==> src/rtl/actor_sync_buffer_pkg.sv <==
// Shared actor definitions: default widths, drain FSM encoding and the
// width of the optional commit timestamp (ACTOR_BUF_TIMESTAMP_EN).
package actor_sync_buffer_pkg;

    localparam int ACTOR_ID_WIDTH_DEF = 4;
    localparam int DATA_WIDTH_DEF     = 32;
    localparam int STAMP_WIDTH        = 32;

    typedef enum logic {
        ST_IDLE  = 1'b0,
        ST_DRAIN = 1'b1
    } buf_state_t;

endpackage

==> src/rtl/actor_prio_enc.sv <==
// Combinational lowest-set-bit priority encoder: returns the index of the
// lowest set request bit and whether any bit is set.
module actor_prio_enc #(
    parameter int N  = 16,
    parameter int IW = 4
) (
    input  logic [N-1:0]  req,
    output logic [IW-1:0] idx,
    output logic          any
);

    // Scan from the top down so the lowest set bit is the last one written.
    always_comb begin
        idx = '0;
        any = |req;
        for (int i = N - 1; i >= 0; i--) begin
            if (req[i]) idx = IW'(i);
        end
    end

endmodule

==> src/rtl/actor_sync_buffer.sv <==
// Double-banked actor output buffer. CGRA writes land in a shadow bank; a
// sync strobe commits the dirty entries atomically into the active bank,
// which is then drained one word per valid/ready handshake.
// Optional build macro: ACTOR_BUF_TIMESTAMP_EN adds a free-running cycle
// counter, captured at each commit and presented on OUT_STAMP_O.
//
//  state    | meaning
//  ST_IDLE  | nothing to drain; a sync commits immediately
//  ST_DRAIN | presenting lowest dirty active entry; a sync is held as pending
module actor_sync_buffer
    import actor_sync_buffer_pkg::*;
#(
    parameter int ACTOR_ID_WIDTH = ACTOR_ID_WIDTH_DEF,
    parameter int DATA_WIDTH     = DATA_WIDTH_DEF,
    parameter int NUM_ACTORS     = 16
) (
    input  logic                      CLK_I,
    input  logic                      RST_N_I,
    input  logic                      ACTOR_WR_ENABLE_I,
    input  logic [ACTOR_ID_WIDTH-1:0] ACTOR_WR_ADDR_I,
    input  logic [DATA_WIDTH-1:0]     ACTOR_DATA_I,
    input  logic                      ACTOR_SYNC_OUT_I,
    output logic                      OUT_VALID_O,
    input  logic                      OUT_READY_I,
    output logic [ACTOR_ID_WIDTH-1:0] OUT_ADDR_O,
    output logic [DATA_WIDTH-1:0]     OUT_DATA_O,
`ifdef ACTOR_BUF_TIMESTAMP_EN
    output logic [STAMP_WIDTH-1:0]    OUT_STAMP_O,
`endif
    output logic                      BUSY_O,
    output logic                      OVERRUN_O,
    output logic                      ADDR_ERR_O
);

    buf_state_t                state, state_nxt;
    logic [DATA_WIDTH-1:0]     shadow_data [NUM_ACTORS];
    logic [DATA_WIDTH-1:0]     active_data [NUM_ACTORS];
    logic [NUM_ACTORS-1:0]     shadow_dirty, active_mask;
    logic                      pending, pending_nxt;
    logic                      overrun, addr_err, overrun_set;
    logic [ACTOR_ID_WIDTH-1:0] out_addr;
    logic [DATA_WIDTH-1:0]     out_data;

    logic                      wr_valid, wr_bad, hs, commit, step;
    logic [NUM_ACTORS-1:0]     wr_mask, commit_mask, step_mask, enc_req;
    logic [ACTOR_ID_WIDTH-1:0] enc_idx;
    logic                      enc_any;
    logic [DATA_WIDTH-1:0]     commit_word;

    assign wr_valid = ACTOR_WR_ENABLE_I &&
                      ({1'b0, ACTOR_WR_ADDR_I} < (ACTOR_ID_WIDTH + 1)'(NUM_ACTORS));
    assign wr_bad   = ACTOR_WR_ENABLE_I && !wr_valid;
    assign wr_mask  = wr_valid ? (NUM_ACTORS'(1) << ACTOR_WR_ADDR_I) : '0;

    // A write in the commit cycle is folded into that commit.
    assign commit_mask = shadow_dirty | wr_mask;
    assign step_mask   = active_mask & ~(NUM_ACTORS'(1) << out_addr);
    assign hs          = (state == ST_DRAIN) && OUT_READY_I;
    assign enc_req     = commit ? commit_mask : step_mask;

    actor_prio_enc #(
        .N  (NUM_ACTORS),
        .IW (ACTOR_ID_WIDTH)
    ) u_prio_enc (
        .req (enc_req),
        .idx (enc_idx),
        .any (enc_any)
    );

    assign commit_word = (wr_valid && (ACTOR_WR_ADDR_I == enc_idx)) ? ACTOR_DATA_I
                                                                      : shadow_data[enc_idx];

    // State register.
    always_ff @(posedge CLK_I) begin
        if (!RST_N_I) state <= ST_IDLE;
        else          state <= state_nxt;
    end

    // Next state, commit/step decisions and pending/overrun tracking.
    always_comb begin
        state_nxt   = state;
        pending_nxt = pending;
        commit      = 1'b0;
        step        = 1'b0;
        overrun_set = 1'b0;
        case (state)
            ST_IDLE: begin
                if (ACTOR_SYNC_OUT_I) commit = 1'b1;
            end
            ST_DRAIN: begin
                if (hs && (step_mask == '0)) begin
                    // Drain done: a held or simultaneous sync commits now.
                    if (pending || ACTOR_SYNC_OUT_I) commit = 1'b1;
                    overrun_set = pending && ACTOR_SYNC_OUT_I;
                    pending_nxt = 1'b0;
                    state_nxt   = ST_IDLE;
                end else begin
                    step = hs;
                    if (ACTOR_SYNC_OUT_I) begin
                        if (pending) overrun_set = 1'b1;
                        else         pending_nxt = 1'b1;
                    end
                end
            end
            default: state_nxt = ST_IDLE;
        endcase
        if (commit) begin
            pending_nxt = 1'b0;
            state_nxt   = (commit_mask != '0) ? ST_DRAIN : ST_IDLE;
        end
    end

    // Masks, flags and registered drain outputs.
    always_ff @(posedge CLK_I) begin
        if (!RST_N_I) begin
            shadow_dirty <= '0;
            active_mask  <= '0;
            pending      <= 1'b0;
            overrun      <= 1'b0;
            addr_err     <= 1'b0;
            out_addr     <= '0;
            out_data     <= '0;
        end else begin
            pending <= pending_nxt;
            if (overrun_set) overrun  <= 1'b1;
            if (wr_bad)      addr_err <= 1'b1;
            if (commit) begin
                shadow_dirty <= '0;
                active_mask  <= commit_mask;
            end else begin
                shadow_dirty <= shadow_dirty | wr_mask;
                if (hs) active_mask <= step_mask;
            end
            if (commit || step) begin
                out_addr <= enc_idx;
                out_data <= commit ? commit_word : active_data[enc_idx];
            end
        end
    end

    // Data banks are never cleared; only the dirty masks qualify them.
    always_ff @(posedge CLK_I) begin
        if (RST_N_I) begin
            if (wr_valid) shadow_data[ACTOR_WR_ADDR_I] <= ACTOR_DATA_I;
            if (commit) begin
                for (int i = 0; i < NUM_ACTORS; i++) begin
                    active_data[i] <= (wr_valid && (int'(ACTOR_WR_ADDR_I) == i))
                                      ? ACTOR_DATA_I : shadow_data[i];
                end
            end
        end
    end

`ifdef ACTOR_BUF_TIMESTAMP_EN
    logic [STAMP_WIDTH-1:0] cycle_cnt, stamp;

    // Free-running cycle counter, sampled at every commit.
    always_ff @(posedge CLK_I) begin
        if (!RST_N_I) begin
            cycle_cnt <= '0;
            stamp     <= '0;
        end else begin
            cycle_cnt <= cycle_cnt + 1'b1;
            if (commit) stamp <= cycle_cnt;
        end
    end

    assign OUT_STAMP_O = stamp;
`endif

    assign OUT_VALID_O = (state == ST_DRAIN);
    assign OUT_ADDR_O  = out_addr;
    assign OUT_DATA_O  = out_data;
    assign BUSY_O      = (state == ST_DRAIN) || pending;
    assign OVERRUN_O   = overrun;
    assign ADDR_ERR_O  = addr_err;

endmodule

==> config.mk <==
export PLATFORM = sky130hd
export DESIGN_NAME = actor_sync_buffer
export DESIGN_NICKNAME = d
export VERILOG_FILES = /design/src/rtl/actor_sync_buffer_pkg.sv /design/src/rtl/actor_prio_enc.sv /design/src/rtl/actor_sync_buffer.sv
export SDC_FILE = /design/constraint.sdc
export NUM_CORES = 2
export LEC_CHECK = 0
export BUFFER_PORTS_ARGS = -buffer_cell sky130_fd_sc_hd__buf_4
export CORE_MARGIN = 1.5
export CORE_UTILIZATION = 35
export CTS_CLUSTER_DIAMETER = 100
export DETAILED_ROUTE_END_ITERATION = 10
export GPL_TIMING_DRIVEN = 0
export PLACE_DENSITY_LB_ADDON = 0.12
export RECOVER_POWER = 25
export SLEW_MARGIN = 20
export SYNTH_ARGS = -nofsm -noshare
export SYNTH_HDL_FRONTEND = slang
export SYNTH_SLANG_ARGS = --single-unit
==> constraint.sdc <==
create_clock -name CLK_I -period 31.2 [get_ports CLK_I]
set_clock_uncertainty 0.05 [all_clocks]
set_input_delay 9.36 -clock CLK_I [delete_from_list [all_inputs] [get_ports CLK_I]]
set_output_delay 9.36 -clock CLK_I [all_outputs]
set_load 0.01 [all_outputs]
==> impl_metrics.ini <==
[status]
status = complete, no violations

[min_path]
hp-class = reg -> reg

[final_layout]
drive_gt1_share_pct = 28.9
finalNetCount = 3869
fillCellCount = 13311
fin_util_pct = 41.1
layout.cells.non_filler = 5841
area_delta_synth_final_pct = 16.9

[floorplanning]
die_area_mm2 = 0.146
design.core.area_mm2 = 0.143
start_util_pct = 35.2
ioPinCount = 81
rows = 139
die_y_um = 382
die_x_um = 382

[timing]
rsz0062_at_grt = no
setup_viol = 0
finalHoldViolCount = 0
max_freq_mhz = 63.8
slew_viol_final = 0
slew_headroom_pct = 3.27
min_period_ps = 15680
worst_slew_pin_slew_ps = 1450
period_share_pct = 50.3

[pwr]
total_leakage_power_nw = 19.9
p_per_area_mw_per_mm2 = 74.9
peakVddDrop_v = 0.0000451

[yosys]
synthTopCellsByCount = edfxtp_1 (1,024), mux2_2 (513), nand2_1 (505), clkbuf_1 (197), nor2_1 (127)
syn_inst = 3512
synth_ff_type = edfxtp_1
synth_edf_count = 1024
synth_top_cell_area_share_pct = 61.1
synth_area_leaders = edfxtp_1 (61%), mux2_2 (11%), mux4_2 (5.1%)
synth_fp_nets = 3553
yosysTopAreaCell = edfxtp_1
yosysMostFrequentCell = edfxtp_1
yosysWarnings = 0
ys_ff_latch = 1095
netlist_area_mm2 = 0.0504
synth_seq_area_share_pct = 63.9
async_flop_share_pct = 0
syn_avg_cell_area_um2 = 14.3
yosysUniqueCellTypes = 87

[clocking]
postCtsSetupRepairBufs = 0
clkSinkCount = 1095
clock_latency_ps = 790
cts-resized-gates = 0
htreeDepth = 4
numCtsBuffers = 130
clockBufferDepth = 3
cts_tree = yes
root_buffer = clkbuf_16
clk_pin_slew_ps = 60
cts_hold_buf = 0

[global_route]
antenna_found_initial = 16
track_usage_pct = 30.6
grt_pass1_vias = 34053
grt_pass1_wl_um = 301000
grt_max_degree = 96
grt_overflow = 0

[place]
place_inst = 5599
hpwl_um = 154000
place_congestion = 0.936
numPortBuffers = 75

[critical_path]
crit_arrival_ps = 16270
end_kind = register
crit_fanout = 10
required_ps = 31790
path_class = in -> reg
startpoint_type = primary input

[routing]
drt_pass1_iterations = 6
drcViolationCount = 0
viasPerCell = 6.17
num_vias = 36033
drtIter0Drc = 5480
drt-total-wl_um = 227000
ant_nets = 0
wl_per_cell_um = 38.8

[flow_run]
maxCapViolCount = 0
[state kept, by name, summed over array words and instances, names as in the netlist]
register and cells:
active_data 512, shadow_data 512, OUT_DATA_O 32, active_mask 16
shadow_dirty 16, OUT_ADDR_O 4, OUT_VALID_O 1, OVERRUN_O 1
pending 1
[per-layer routing]
| layer | routed length [um] | up-vias | GRT usage, % | share of wire (%) |
|---|---|---|---|---|
| met4 | 12500 | 8 | 15.2 | 5.5 |
| li1 | - | 14454 | - | - |
| met3 | 23900 | 485 | 7.48 | 11 |
| met1 | 90600 | 18763 | 41.2 | 40 |
| met2 | 99600 | 2323 | 45.9 | 44 |
| met5 | 68 | - | 0 | 0.030 |
[metrics by stage]
| stage | TNS (ps) | hold slack (ps) | total power, W | area [um2] | setup slack [ps] |
|---|---|---|---|---|---|
| 2_1_floorplan | 0 | 395 | 0.00231 | 50400 | 8760 |
| 3_3_place_gp | -99720 | 419 | 0.00292 | 53300 | -3820 |
| 3_5_place_dp | 0 | 422 | 0.00290 | 55000 | 15000 |
| 4_1_cts | 0 | 435 | 0.00438 | 59000 | 15820 |
| 5_1_grt | 0 | 482 | 0.00448 | 58800 | 15460 |
| 6_report | 0 | 431 | 0.00441 | 58800 | 15520 |
[area by class of cell]
cell class | count | area, um2 | share of cell area [%]
inverter | 7 | 33.8 | 0.0574
clock buffer | 176 | 3550 | 6.03
tap | 1903 | 2380 | 4.05
sequential | 1095 | 32200 | 54.7
buffer | 281 | 1290 | 2.19
clock inverter | 60 | 503 | 0.855
antenna | 6 | 15.0 | 0.0255
timing repair buffer | 184 | 1810 | 3.07
multi-input combinational | 2129 | 17100 | 29.1
[cells in the final DEF, fill, tap and decap left out, drive strengths merged, types with 79 or more instances in the layout]
master and instances:
a211oi 86, a21oi 79, and3 96, buf 220
clkbuf 421, edfxtp 1024, mux2 514, mux4 113
nand2 505, nor2 130, o21ai 79
[critical path, stage by stage]
cell      delay [ps]
buf_4            120
clkbuf_1         250
nand3b_1         390
nor2_1           820
nor2_1           340
o211ai_1         290
nor3_1           100
a211oi_1         510
o21ai_0          490
nand2_1          300
clkbuf_1         680
buf_1            980
clkbuf_1         960
a311oi_1         240
o21ai_0          270
nand4b_1         130
[power by group]
group          leakage (nW)  switching (W)  internal, W
registers              9.99      0.0000408      0.00168
logic                  7.90       0.000854     0.000327
clock network          1.98       0.000650     0.000851
total                  19.9        0.00155      0.00286
[path summary, 6_finish.rpt]
path	startpoint	endpoint	slack, ps	depth (start not counted)
hold / removal	OVERRUN_O	OVERRUN_O	430	2
setup / recovery	ACTOR_WR_ADDR_I[3]	OUT_DATA_O[18]	15520	16
hold reg to reg	OVERRUN_O	OVERRUN_O	430	2
setup reg to reg	OUT_ADDR_O[0]	OUT_DATA_O[2]	23890	17
[cells by family after synthesis]
family          synth area share, %
other cells                 0.00745
buf+inv                        2.40
simple gates                   7.91
flops                          63.9
compound gates                 8.44
mux                            17.4
No activity file was read; power rests on OpenSTA's default activity.
